**src/rtl/mem_ctrl_pkg.sv**
```systemverilog
// Shared definitions for the SRAM memory-stage controller: widths and FSM encoding.
package mem_ctrl_pkg;

    localparam int ADDR_PAD_W = 2;
    localparam int DATA_W     = 16;
    localparam int ADDR_W     = ADDR_PAD_W + DATA_W;
    localparam int REG_W      = 4;

    typedef enum logic [2:0] {
        IDLE      = 3'd0,
        RD_SETUP  = 3'd1,
        RD_SAMPLE = 3'd2,
        WR_SETUP  = 3'd3,
        WR_PULSE  = 3'd4,
        WR_HOLD   = 3'd5
    } state_t;

endpackage

```
**src/rtl/mem_ctrl.sv**
```systemverilog
// Memory pipeline stage: runs asynchronous-SRAM read/write cycles, stalls the
// upstream pipeline during an access and feeds results to the MEM/WB register.
//
// Handshake: a request (memread_in/memwrite_in) is taken only in IDLE. The
// upstream stage must hold its inputs while stall is high; the cycle in which
// stall drops is the last cycle those inputs are consumed.
module mem_ctrl
    import mem_ctrl_pkg::*;
(
    input  logic              clk,
    input  logic              rst,
    input  logic              memread_in,
    input  logic              memwrite_in,
    input  logic              controlwb_in,
    input  logic [DATA_W-1:0] alu_in,
    input  logic [DATA_W-1:0] wdata_in,
    input  logic [REG_W-1:0]  wreg_in,
    output logic              stall,
    output logic              controlwb_out,
    output logic [REG_W-1:0]  wreg_out,
    output logic [DATA_W-1:0] wbdata_out,
    output logic [ADDR_W-1:0] ram_addr,
    output logic [DATA_W-1:0] ram_data_o,
    input  logic [DATA_W-1:0] ram_data_i,
    output logic              ram_data_oe,
    output logic              ram_en_n,
    output logic              ram_oe_n,
    output logic              ram_we_n,
    output state_t            fsm_state
);

    state_t             state;
    state_t             state_next;
    logic [REG_W-1:0]   wreg_q;
    logic               controlwb_q;
    logic               accept;

    assign accept    = (state == IDLE) && (memread_in || memwrite_in);
    assign fsm_state = state;

    // State register; reset drops any access in flight.
    always_ff @(posedge clk) begin
        if (rst) state <= IDLE;
        else     state <= state_next;
    end

    // Next-state: writes take priority over reads when both are requested.
    always_comb begin
        state_next = state;
        case (state)
            IDLE: begin
                if (memwrite_in)     state_next = WR_SETUP;
                else if (memread_in) state_next = RD_SETUP;
            end
            RD_SETUP:  state_next = RD_SAMPLE;
            RD_SAMPLE: state_next = IDLE;
            WR_SETUP:  state_next = WR_PULSE;
            WR_PULSE:  state_next = WR_HOLD;
            WR_HOLD:   state_next = IDLE;
            default:   state_next = IDLE;
        endcase
    end

    // Strobes and stall decoded from state; we_n pulses only in the middle write cycle.
    always_comb begin
        stall       = 1'b0;
        ram_en_n    = 1'b1;
        ram_oe_n    = 1'b1;
        ram_we_n    = 1'b1;
        ram_data_oe = 1'b0;
        case (state)
            IDLE: stall = memread_in || memwrite_in;
            RD_SETUP: begin
                stall    = 1'b1;
                ram_en_n = 1'b0;
                ram_oe_n = 1'b0;
            end
            RD_SAMPLE: begin
                ram_en_n = 1'b0;
                ram_oe_n = 1'b0;
            end
            WR_SETUP: begin
                stall       = 1'b1;
                ram_en_n    = 1'b0;
                ram_data_oe = 1'b1;
            end
            WR_PULSE: begin
                stall       = 1'b1;
                ram_en_n    = 1'b0;
                ram_we_n    = 1'b0;
                ram_data_oe = 1'b1;
            end
            WR_HOLD: begin
                ram_en_n    = 1'b0;
                ram_data_oe = 1'b1;
            end
            default: stall = 1'b0;
        endcase
    end

    // Request latch: address/data stay on the SRAM pins until the next accepted request.
    always_ff @(posedge clk) begin
        if (rst) begin
            ram_addr    <= '0;
            ram_data_o  <= '0;
            wreg_q      <= '0;
            controlwb_q <= 1'b0;
        end else if (accept) begin
            ram_addr    <= {{ADDR_PAD_W{1'b0}}, alu_in};
            ram_data_o  <= wdata_in;
            wreg_q      <= wreg_in;
            controlwb_q <= controlwb_in;
        end
    end

    // MEM/WB output register: bubble while stalled, otherwise the finished result.
    always_ff @(posedge clk) begin
        if (rst) begin
            controlwb_out <= 1'b0;
            wreg_out      <= '0;
            wbdata_out    <= '0;
        end else if (stall) begin
            controlwb_out <= 1'b0;
        end else begin
            case (state)
                IDLE: begin
                    controlwb_out <= controlwb_in;
                    wreg_out      <= wreg_in;
                    wbdata_out    <= alu_in;
                end
                RD_SAMPLE: begin
                    controlwb_out <= controlwb_q;
                    wreg_out      <= wreg_q;
                    wbdata_out    <= ram_data_i;
                end
                default: controlwb_out <= 1'b0;
            endcase
        end
    end

endmodule

```
**config.mk**
```make
export PLATFORM = sky130hd
export DESIGN_NAME = mem_ctrl
export DESIGN_NICKNAME = d
export VERILOG_FILES = /design/src/rtl/mem_ctrl_pkg.sv /design/src/rtl/mem_ctrl.sv
export SDC_FILE = /design/constraint.sdc
export NUM_CORES = 1
export LEC_CHECK = 0
export ABC_AREA = 1
export ABC_CLOCK_PERIOD_IN_PS = 1220
export BUFFER_PORTS_ARGS = -buffer_cell sky130_fd_sc_hd__buf_2
export CAP_MARGIN = 25
export CORE_MARGIN = 3
export CORE_UTILIZATION = 43
export DETAILED_ROUTE_END_ITERATION = 16
export PLACE_DENSITY = 0.76
export SYNTH_ARGS = -nofsm -noshare
export SYNTH_HDL_FRONTEND = slang
export SYNTH_SLANG_ARGS = --single-unit
```
**constraint.sdc**
```tcl
create_clock -name clk -period 1.22 [get_ports clk]
set_input_delay 0.244 -clock clk [delete_from_list [all_inputs] [get_ports clk]]
set_output_delay 0.244 -clock clk [all_outputs]
set_load 0.01 [all_outputs]
```
## Word level (Yosys, flattened, before mapping)

Cells that the tools add are included.

| word-level totals | value |
|---|---|
| bits in registers | 61 |
| input port bits | 57 |
| output and inout bits | 63 |
| word-level logic and storage cells | 36 |

| cells by class | value |
|---|---|
| equal/unequal tests | 6 |
| mux-type cells | 11 |
| bitwise operators | 1 |
| reductions and logical operators | 10 |

Operator list:

| operator | number |
|---|---|
| 16-bit one-hot mux with 2 select lines | 1 |
| 3-bit one-hot mux with 4 select lines | 1 |
| 4-bit one-hot mux with 2 select lines | 1 |
| 3-bit by 2-bit == test with 1-bit output (second input constant) | 2 |
| 3-bit == test (second input constant) | 2 |
| 3-bit 2-to-1 mux | 2 |
| 3-bit OR reduction | 2 |
| 5-bit OR reduction | 1 |
| 1-bit 2-to-1 mux | 4 |
| 1-bit one-hot mux with 2 select lines | 2 |
| 2-bit OR reduction | 2 |
| 3-bit by 1-bit == test with 1-bit output (second input constant) | 1 |
| 3-bit zero test | 1 |
| 3-bit inequality test (second input constant) | 1 |
| 2-bit AND reduction | 1 |
| 2-bit nonzero test | 1 |
| 1-bit logical AND | 1 |
| 1-bit logical OR | 1 |
| 1-bit NOT | 1 |

## Longest topological paths before layout

Gate-level depths: netlist of run 1.

| logic depth | value |
|---|---|
| depth in word-level cells | 5 |
| mapped depth | 8 |
| depth with buffers taken out | 7 |

## Worst setup path after synthesis of run 1

Ideal clock, no wire load.

| timing | value |
|---|---|
| kind | flip-flop to output port |
| start | register state[2], in the netlist fsm_state[2] |
| end | output port ram_oe_n |
| arrival time | 1064 ps |
| data required time | 976 ps |
| slack | -88 ps |
| cell stages (with the launch flop) | 6 |
| path buffers | 1 |
| cell sequence | dfxtp_1 > nor2_2 > nand2_2 > buf_2 > nand2_1 > inv_1 |

| on the way | value |
|---|---|
| cells in the longest elaborated chain, start to end | 3 |
| elaborated cells on any way between the ends | 4 |
| classes of those cells | 2 x eq/ne; 1 x mux; 1 x reduce/logical |

Ends and longest elaborated chain:

| item | RTL line | RTL |
|---|---|---|
| start, declared | mem_ctrl.sv:32 | `state_t state;` |
| start signal, assigned | mem_ctrl.sv:44 | `else state <= state_next;` |
| 3-bit by 2-bit == test with 1-bit output / 3-bit by 1-bit == test with 1-bit output (equally long branches) | mem_ctrl.sv:71 | `case (state)` |
| 2-bit OR reduction (no source line) (*) | - |  |
| 1-bit 2-to-1 mux (*) | mem_ctrl.sv:71 |  |
| end, declared | mem_ctrl.sv:27 | `output logic ram_oe_n,` |

Mark *: on every way between the ends. The rest lies on a longest branch, timed or not.

## Worst setup path in the final report of run 1

| timing | value |
|---|---|
| start | register state[2], in the netlist fsm_state[2] |
| end | register ram_addr[11] |

| on the way | value |
|---|---|
| cells in the longest elaborated chain, start to end | 2 |

Ends and longest elaborated chain:

| item | RTL line | RTL |
|---|---|---|
| 3-bit zero test | mem_ctrl.sv:38 | `assign accept = (state == IDLE) && (memread_in \|\| memwrite_in);` |
| 1-bit logical AND | mem_ctrl.sv:38 |  |
| end signal, assigned | mem_ctrl.sv:109 | `ram_addr <= {{ADDR_PAD_W{1'b0}}, alu_in};` |
| end, declared | mem_ctrl.sv:22 | `output logic [ADDR_W-1:0] ram_addr,` |

Every way passes these cells.
A chain may end at the register's enable or synchronous reset.

==> flow_summary.json, run 1 <==
{
  "fin_worst_skew_ns": 0.007273,
  "grt_pass1_vias": 3089,
  "worst_hold_slack_ns": 0.1449,
  "p_seq_share_pct": 37.1,
  "critPathArrivalTime_ns": 1.76,
  "cp-startpoint": "fsm_state[2]",
  "cts_buffers": 9,
  "worstSetupEndpointType": "flop",
  "crit_required_ns": 1.48,
  "port_buffers": 117,
  "overflow": 0,
  "setup_ws_ns": -0.2799,
  "p_switching_mw": 2.129,
  "top_layer": "met4",
  "avgSynthCellArea_sq_um": 6.101,
  "layout-drive-gt1-share_pct": 41.32,
  "drt-total-wl_mm": 9.893,
  "switching_share_pct": 33.21,
  "clock_path_buffers": 2,
  "cts.sink_count": 61,
  "grt_max_degree": 38,
  "netlist_area_sq_um": 2904,
  "cap_violations": 0,
  "fmax_mhz": 666.7,
  "syn_to_final_growth_pct": 60.66,
  "cp-endpoint": "ram_addr[11]",
  "clockRootBuffer": "clkbuf_8",
  "synth_cell_types": 17,
  "ys_seq_area_share_pct": 42.05,
  "viasPerCell": 4.729,
  "synthDominantCellAreaShare_pct": 42.05,
  "power.total_mw": 6.411,
  "grt_use_total_pct": 22.63,
  "crit_fanout": 5,
  "vias": 3362,
  "cpMaxStageDelayCell": "dfxtp_4",
  "wl_per_cell_um": 13.91,
  "p_leak_nw": 2.576,
  "fin_crit_ns": 1.500,
  "hold_path_class": "input port to flop",
  "synth_common_cells": "nand2_1, nor2_1, inv_1",
  "synth_edf_count": 0,
  "drtAntennaViolNets": 0,
  "fin_nets": 687,
  "failed_checks": "negative setup slack",
  "yosysTopAreaCell": "dfxtp_1",
  "p_per_area_nw_per_um2": 1374,
  "async_flop_share_pct": 0,
  "cellInternalPower_mw": 4.282,
  "die_h_um": 88.18,
  "synth.most_common_cell": "nand2_1",
  "worst-r2r-cell-count": 9,
  "ys.flop_type": "dfxtp_1",
  "critPathTopFamily": "buffers and inverters",
  "antenna_found_initial": 0,
  "core_sq_um": 6459,
  "min_period_over_period_pct": 122.9,
  "start_util_pct": 44.96,
  "syn_inst": 476,
  "dpl.cell_count": 665,
  "r2r_slack_ns": -0.28,
  "rows": 29,
  "die_area_sq_um": 7776,
  "grt_pass1_wl_mm": 13.78,
  "final-hold-violation-count": 0,
  "firstDrtPassIters": 4,
  "cts_tree": "yes",
  "dp_slack_ns": -0.1427,
  "wl_met1_mm": 3.968,
  "h-tree-depth": 3,
  "yosysWarnings": 0,
  "yosys-top-cells-area": "dfxtp_1, nand2_1, nor2_1",
  "maxSlewViolCount": 0,
  "rr_startpoint": "fsm_state[2]",
  "setup_viol": 65,
  "crit_cells": 9,
  "rsz0062_at_grt": "true",
  "status": "complete, but fails checks",
  "vdd_ir_drop_max_mv": 1.046,
  "dr_wl_met3_um": 613,
  "share_clk_of_total_power_pct": 27.4,
  "critPathKind": "flop to flop",
  "dp_hpwl_mm": 5.722,
  "dr.first_iter.drc_count": 172,
  "die_w_um": 88.18,
  "synth.ff_latch_count": 61,
  "num_io_pins": 120,
  "cpPeakStageDelay_ns": 0.37,
  "fin_setup_tns_ns": -10.94,
  "pwr-share-comb_pct": 35.4,
  "stdcell_count": 711,
  "drt_drc_violations_left": 0,
  "clk_latency_ns": 0.32,
  "clkTransAtPathRegs_ns": 0.07,
  "path_buf_inv": 4,
  "r2r-end": "ram_addr[11]",
  "diodes": 0,
  "cp-start-kind": "flop",
  "dr_wl_met2_mm": 5.089,
  "gp_congestion": 0.8510,
  "path_cells": "buf_6, buf_6, nor2_4, buf_4, nand2_4, clkbuf_16, nand2_1, nand2_1, nor2_1"
}
## layout make-up
cell class | count | area [sq um]
Tap cell | 77 | 96.34
Clock buffer | 11 | 141.4
Clock inverter | 4 | 48.80
Sequential cell | 61 | 1232
Inverter | 72 | 275.3
Fill cell | 471 | 1793
Multi-Input combinational cell | 319 | 1593
Timing Repair Buffer | 167 | 1279
## tightest hold or removal path, delay by kind of cell
kind / cells / cell delay [ns]
buffers and inverters: 1 / 0.07
and+or+nand+nor: 2 / 0.11
## what timing repair did
| item | 4_1_cts | 5_1_grt |
|---|---|---|
| setup buffers | 12 | 10 |
| hold buffers | 0 | 0 |
| gates resized for setup | 28 | 92 |
| pin swaps | 10 | 23 |
| gates cloned | 5 | 7 |
| setup endpoints to repair | 10 | 66 |
## power by group through the flow
stage | clock network (mW) | logic (mW) | registers [mW]
CTS | 1.79 | 1.85 | 2.37
global placement | 0 | 1.50 | 2.41
global route | 1.89 | 2.48 | 2.40
floorplan | 0 | 0.846 | 2.51
finish | 1.76 | 2.27 | 2.38
detailed placement | 0 | 1.55 | 2.41
## how the worst min path moves through the flow
stage | start | end | slack, ns | cells after the start
final | wdata_in[15] | ram_data_o[15] | 0.14 | 3
after global placement | wdata_in[11] | ram_data_o[11] | 0.46 | 3
after CTS | wdata_in[7] | ram_data_o[7] | 0.13 | 3
after global routing | wdata_in[10] | ram_data_o[10] | 0.14 | 3
after detailed placement | wdata_in[15] | ram_data_o[15] | 0.47 | 3
after floorplan | rst | fsm_state[2] | 0.31 | 1
## stage by stage
stage	util, %	cell area [sq um]
finish	72.24	4666
global route	72.24	4666
CTS	64.88	4190
detailed placement	56.68	3661
global placement	56.68	3661
floorplan	-	2917
## registers in the layout (all words and copies together) (netlist names)
name and cells:
controlwb_out 1, controlwb_q 1, fsm_state 3, ram_addr 16, ram_data_o 16, wbdata_out 16
wreg_out 4, wreg_q 4
## cells in the final DEF, fill, tap and decap left out, types with 11 or more instances in the layout
master	instances
buf_6	12
buf_4	23
inv_1	68
buf_2	114
nor2_2	11
nand3_1	42
nor2_1	102
nand2_4	15
nand2_1	97
nand2_2	33
dfxtp_1	58
## layer usage
| layer | GRT usage (%) | vias up |
|---|---|---|
| met4 | 6.868 | 0 |
| met1 | 27.88 | 1517 |
| met5 | 0 | - |
| met3 | 5.268 | 18 |
| li1 | - | 1703 |
| met2 | 39.16 | 124 |
## cell families after synthesis
| logic type | share of synthesized area (%) |
|---|---|
| other | 0.1291 |
| DFF | 42.05 |
| AOI/OAI and AO/OA | 0.8616 |
| and+or+nand+nor | 43.00 |
| buffers and inverters | 13.96 |
(Power assumes the default switching activity.)
==> run 2, diff against run 1 <==
--- a/config.mk
+++ b/config.mk
@@ -15,2 +15,3 @@
 export PLACE_DENSITY = 0.76
+export SETUP_SLACK_MARGIN = 0.4
 export SYNTH_ARGS = -nofsm -noshare
--- a/constraint.sdc
+++ b/constraint.sdc
@@ -3,2 +3,2 @@
 set_output_delay 0.244 -clock clk [all_outputs]
-set_load 0.01 [all_outputs]
+set_load 0.1 [all_outputs]
==> flow_summary.json, run 2 (synthesis results as in run 1) <==
{
  "num_io_pins": 120,
  "final-hold-violation-count": 0,
  "drtAntennaViolNets": 0,
  "status": "complete, but fails checks",
  "min_path_cells": 3,
  "clkTransAtPathRegs_ns": 0.08,
  "hold_path_class": "input port to flop",
  "cts.sink_count": 61,
  "cpPeakStageDelay_ns": 0.39,
  "fmax_mhz": 603.8,
  "path_cells": "buf_4, nor2_4, nand2_8, buf_12, nand2_1, nand2_1, nor2_2",
  "crit_required_ns": 1.45,
  "core_sq_um": 6459,
  "wl_per_cell_um": 21.54,
  "fin_crit_ns": 1.656,
  "min_period_over_period_pct": 135.7,
  "cts_buffers": 9,
  "hp-start": "wdata_in[14]",
  "syn_to_final_growth_pct": 107.5,
  "clk_latency_ns": 0.35,
  "maxSlewViolCount": 0,
  "critPathArrivalTime_ns": 1.89,
  "dr.first_iter.drc_count": 562,
  "dp_hpwl_mm": 6.547,
  "cpMaxStageDelayCell": "dfxtp_4",
  "p_leak_nw": 2.924,
  "grt_pass1_vias": 3655,
  "worstSetupEndpointType": "flop",
  "grt_pass1_wl_mm": 17.90,
  "placed_area_sq_um": 4901,
  "path_buf_inv": 2,
  "clockRootBuffer": "clkbuf_8",
  "hold_path_end": "ram_data_o[14]",
  "viasPerCell": 5.639,
  "critPathTopFamily": "simple AND/OR/NAND/NOR gates",
  "multi_input_area_sq_um": 1749,
  "design_area_sq_um": 6026,
  "r2r-end": "ram_addr[12]",
  "vdd_ir_drop_max_mv": 1.411,
  "start_util_pct": 44.96,
  "die_area_sq_um": 7776,
  "grt_max_degree": 47,
  "h-tree-depth": 3,
  "holdBufCountCts": 0,
  "port_buffers": 117,
  "fill_cells": 188,
  "setup_ws_ns": -0.4361,
  "r2r_slack_ns": -0.44,
  "power.total_mw": 9.921,
  "vias": 4049,
  "firstDrtPassIters": 6,
  "rsz0062_at_grt": "true",
  "layout_common_cells": "nand2_1, nor2_1, buf_12",
  "antenna_found_initial": 0,
  "cts_tree": "yes",
  "crit_path_frequent_cell": "nand2_1",
  "cap_violations": 0,
  "final_common_cell": "nand2_1",
  "layout-drive-gt1-share_pct": 52.11,
  "rr_startpoint": "fsm_state[2]",
  "drt-total-wl_mm": 15.47,
  "fin_setup_tns_ns": -11.69,
  "worst-r2r-cell-count": 7,
  "p_per_area_nw_per_um2": 1646,
  "fin_nets": 693,
  "fin_worst_skew_ns": 0.01490,
  "crit_fanout": 12,
  "clock_path_buffers": 2,
  "critPathKind": "flop to flop",
  "die_w_um": 88.18,
  "post-route-util_pct": 93.30,
  "overflow": 0,
  "grt_use_total_pct": 30.29,
  "dp_slack_ns": -0.05257,
  "setup_viol": 66,
  "reg.largest.list": "ram_addr x16, ram_data_o x16, wbdata_out x16",
  "gp_congestion": 0.8045,
  "diodes": 0,
  "drt_drc_violations_left": 0,
  "cp-start-kind": "flop",
  "seqCellArea_sq_um": 1431,
  "die_h_um": 88.18,
  "rows": 29,
  "failed_checks": "negative setup slack"
}
-- run 2: cell types whose count changed in the layout (fill, tap and decap cells not counted), sizes merged --
cell | previous run | this run
buf | 162 | 169
bufinv | 1 | 3
clkinv | 3 | 1
clkinvlp | 0 | 1
inv | 72 | 71
-- run 2: repair_timing --
item	CTS	global route
buffers inserted	18	9
endpoints found under the setup margin	122	122
pin swaps	35	44
resized for setup	49	68
gates cloned	4	7
-- run 2: tightest hold or removal path, stage by stage --
cell and delay, ns:
buf_2 0.07, nor2_1 0.03, nor2_1 0.08
-- run 2: worst max path at each step --
stage                      start       endpoint  slack, ns  cells past startpoint
floorplan           fsm_state[1]       ram_en_n      -0.44                      4
global placement     memwrite_in    wreg_out[2]     -0.009                      8
detailed placement   memwrite_in  wbdata_out[7]      -0.05                      8
CTS                 fsm_state[2]       ram_oe_n      -0.31                      5
global route        fsm_state[1]   ram_addr[12]      -0.44                      8
finish              fsm_state[2]   ram_addr[12]      -0.44                      7
-- run 2: final cells by class --
cell class | count | area share [%]
clock buffer | 12 | 2.409
clock inverter | 4 | 1.578
inverter | 72 | 4.713
multi-input combinational | 319 | 29.03
sequential | 61 | 23.75
tap | 77 | 1.599
timing repair buffer | 173 | 36.92
-- run 2: routing by layer --
| metal | global-route usage, % | up-vias | wire length, um |
|---|---|---|---|
| li1 | - | 1720 | - |
| met1 | 33.51 | 1885 | 5149 |
| met2 | 52.21 | 336 | 7469 |
| met3 | 7.902 | 108 | 1717 |
| met4 | 17.45 | 0 | 1129 |
| met5 | 0 | - | 0 |
-- run 2: power breakdown --
part / total (mW) / switching, mW / leakage [nW] / internal, mW
clock network: 2.29 / 0.880 / 0.121 / 1.41
registers: 2.59 / 0.301 / 0.541 / 2.29
logic: 5.04 / 3.21 / 2.26 / 1.83
-- run 2: metrics by stage --
stage | std cells | hold WS [ns]
after floorplan | 477 | 0.3034
after global placement | 664 | 0.4654
after detailed placement | 664 | 0.4702
after CTS | 702 | 0.1252
after global routing | 718 | 0.1326
final | 718 | 0.1258
==> run 3, diff against run 2 <==
Settings changed: ABC_CLOCK_PERIOD_IN_PS 1220 to 2050, CORE_UTILIZATION 43 to 52, CTS_CLUSTER_SIZE set to 10, PLACE_DENSITY 0.76 to 0.86.
Clock period 1.22 ns to 2.05 ns, I/O delays scaled along.
==> flow_summary.json, run 3 (synthesis results as in run 1) <==
{
  "holdBufCountCts": 0,
  "min_period_over_period_pct": 82.29,
  "hp-start": "wdata_in[8]",
  "reg.largest.list": "ram_addr x16, ram_data_o x16, wbdata_out x16",
  "layout_common_cells": "nand2_1, nor2_1, buf_2",
  "cp-start-kind": "flop",
  "final-hold-violation-count": 0,
  "stdcell_count": 668,
  "critPathTopFamily": "flip-flops",
  "final_common_cell": "nand2_1",
  "critPathArrivalTime_ns": 1.28,
  "grt_pass1_wl_mm": 12.87,
  "cts_tree": "yes",
  "share_clk_of_total_power_pct": 22.6,
  "dp_hpwl_mm": 5.230,
  "fmax_mhz": 592.8,
  "critPathKind": "flop to output port",
  "dpl.cell_count": 643,
  "grt_pass1_vias": 2837,
  "p_seq_share_pct": 32.2,
  "vdd_ir_drop_max_mv": 0.7652,
  "port_buffers": 117,
  "fin_setup_tns_ns": 0,
  "switching_share_pct": 48.13,
  "path_cells": "clkinv_8, nand2_8, nand2_4, nand2_4, buf_12",
  "p_leak_nw": 2.287,
  "post-route-util_pct": 75.82,
  "p_switching_mw": 2.114,
  "core_sq_um": 5238,
  "rr_startpoint": "fsm_state[2]",
  "fin_crit_ns": 1.687,
  "power.total_mw": 4.393,
  "rsz0062_at_grt": "true",
  "r2r_slack_ns": 0.58,
  "grt_max_degree": 74,
  "cap_violations": 0,
  "firstDrtPassIters": 5,
  "clockRootBuffer": "clkbuf_8",
  "syn_to_final_growth_pct": 36.75,
  "rows": 26,
  "cpMaxStageDelayCell": "dfxtp_4",
  "die_w_um": 80.73,
  "worstSetupEndpointType": "output port",
  "diodes": 0,
  "crit_required_ns": 1.64,
  "status": "completed",
  "die_h_um": 80.73,
  "drt_drc_violations_left": 0,
  "worst_hold_slack_ns": 0.3043,
  "cellInternalPower_mw": 2.279,
  "hold_path_class": "input port to flop",
  "worst-r2r-cell-count": 8,
  "grt_use_total_pct": 25.54,
  "h-tree-depth": 3,
  "antenna_found_initial": 0,
  "clk_latency_ns": 0.33,
  "crit_path_frequent_cell": "nand2_4",
  "vias": 3179,
  "cts_buffers": 9,
  "wl_per_cell_um": 12.31,
  "r2r-end": "wbdata_out[12]",
  "drt-total-wl_mm": 8.224,
  "fin_worst_skew_ns": 0.009274,
  "clkTransAtPathRegs_ns": 0.07,
  "crit_fanout": 8,
  "layout-drive-gt1-share_pct": 28.76,
  "drtAntennaViolNets": 0,
  "hold_path_end": "ram_data_o[8]",
  "pwr-share-comb_pct": 45.1,
  "gp_congestion": 0.8581,
  "cpPeakStageDelay_ns": 0.44,
  "start_util_pct": 55.45,
  "clock_path_buffers": 2,
  "path_buf_inv": 2,
  "viasPerCell": 4.759,
  "p_per_area_nw_per_um2": 1106,
  "overflow": 0,
  "die_area_sq_um": 6517,
  "maxSlewViolCount": 0,
  "cts.sink_count": 61,
  "min_path_cells": 3,
  "setup_viol": 0,
  "dr.first_iter.drc_count": 343,
  "fin_nets": 650,
  "num_io_pins": 120
}
==> run 3: cell count changes in the layout (fill, tap and decap cells not counted), moves of 22 or more <==
cell     change
nand3_1     +23
nor2_1      +22
buf_12      -64
dfxtp_4     -53
dfxtp_1     +53
buf_2       +55
==> run 3: repair_timing <==
item	in CTS	in global routing
gates resized for setup	29	12
setup endpoints to repair	6	6
pin swaps	3	5
setup buffers	6	3
==> run 3: power by group through the flow <==
stage | registers, mW | clock network (mW) | logic, mW
4_1_cts | 1.42 | 1.01 | 1.95
3_5_place_dp | 1.45 | 0 | 1.86
5_1_grt | 1.43 | 1.07 | 2.11
2_1_floorplan | 2.40 | 0 | 0.632
3_3_place_gp | 1.44 | 0 | 1.84
6_report | 1.42 | 0.994 | 1.98
==> run 3: worst reg2reg max path, delay by kind of cell (launching register included) <==
kind,cells,cell delay [ns]
buffers and inverters,2,0.43
AND/OR/NAND/NOR,6,0.55
flip-flops,1,0.44
==> run 3: worst max-delay path by stage <==
| stage | slack (ns) | endpoint | cells after the start | startpoint |
|---|---|---|---|---|
| 2_1_floorplan | 0.22 | ram_en_n | 4 | fsm_state[1] |
| 3_3_place_gp | 0.37 | stall | 6 | memwrite_in |
| 3_5_place_dp | 0.31 | stall | 6 | memwrite_in |
| 4_1_cts | 0.39 | ram_en_n | 4 | fsm_state[1] |
| 5_1_grt | 0.31 | ram_oe_n | 5 | fsm_state[2] |
| 6_report | 0.36 | stall | 5 | fsm_state[2] |
==> run 3: per-stage QoR <==
step | instance area [sq um] | setup slack [ns]
global placement | 3571 | 0.3668
CTS | 3905 | 0.3909
global route | 3971 | 0.3122
finish | 3971 | 0.3630
detailed placement | 3571 | 0.3146
floorplan | 2993 | 0.2152
==> run 3: final cells by class <==
type / instances / area, sq um
Sequential cell: 61 / 1232
Timing Repair Buffer: 131 / 788.3
Inverter: 72 / 289.0
Tap cell: 70 / 87.58
Multi-Input combinational cell: 318 / 1388
Clock inverter: 4 / 20.02
Fill cell: 404 / 1266
Clock buffer: 12 / 166.4
==> run 3: metal layers <==
layer / wire, um / up-vias / share of wire (%) / track usage [%]
met3: 801 / 20 / 9.7 / 6.319
met4: 208 / 0 / 2.5 / 11.66
met2: 3907 / 158 / 48 / 42.22
met5: 0 / - / 0 / 0
li1: - / 1625 / - / -
met1: 3307 / 1376 / 40 / 31.42
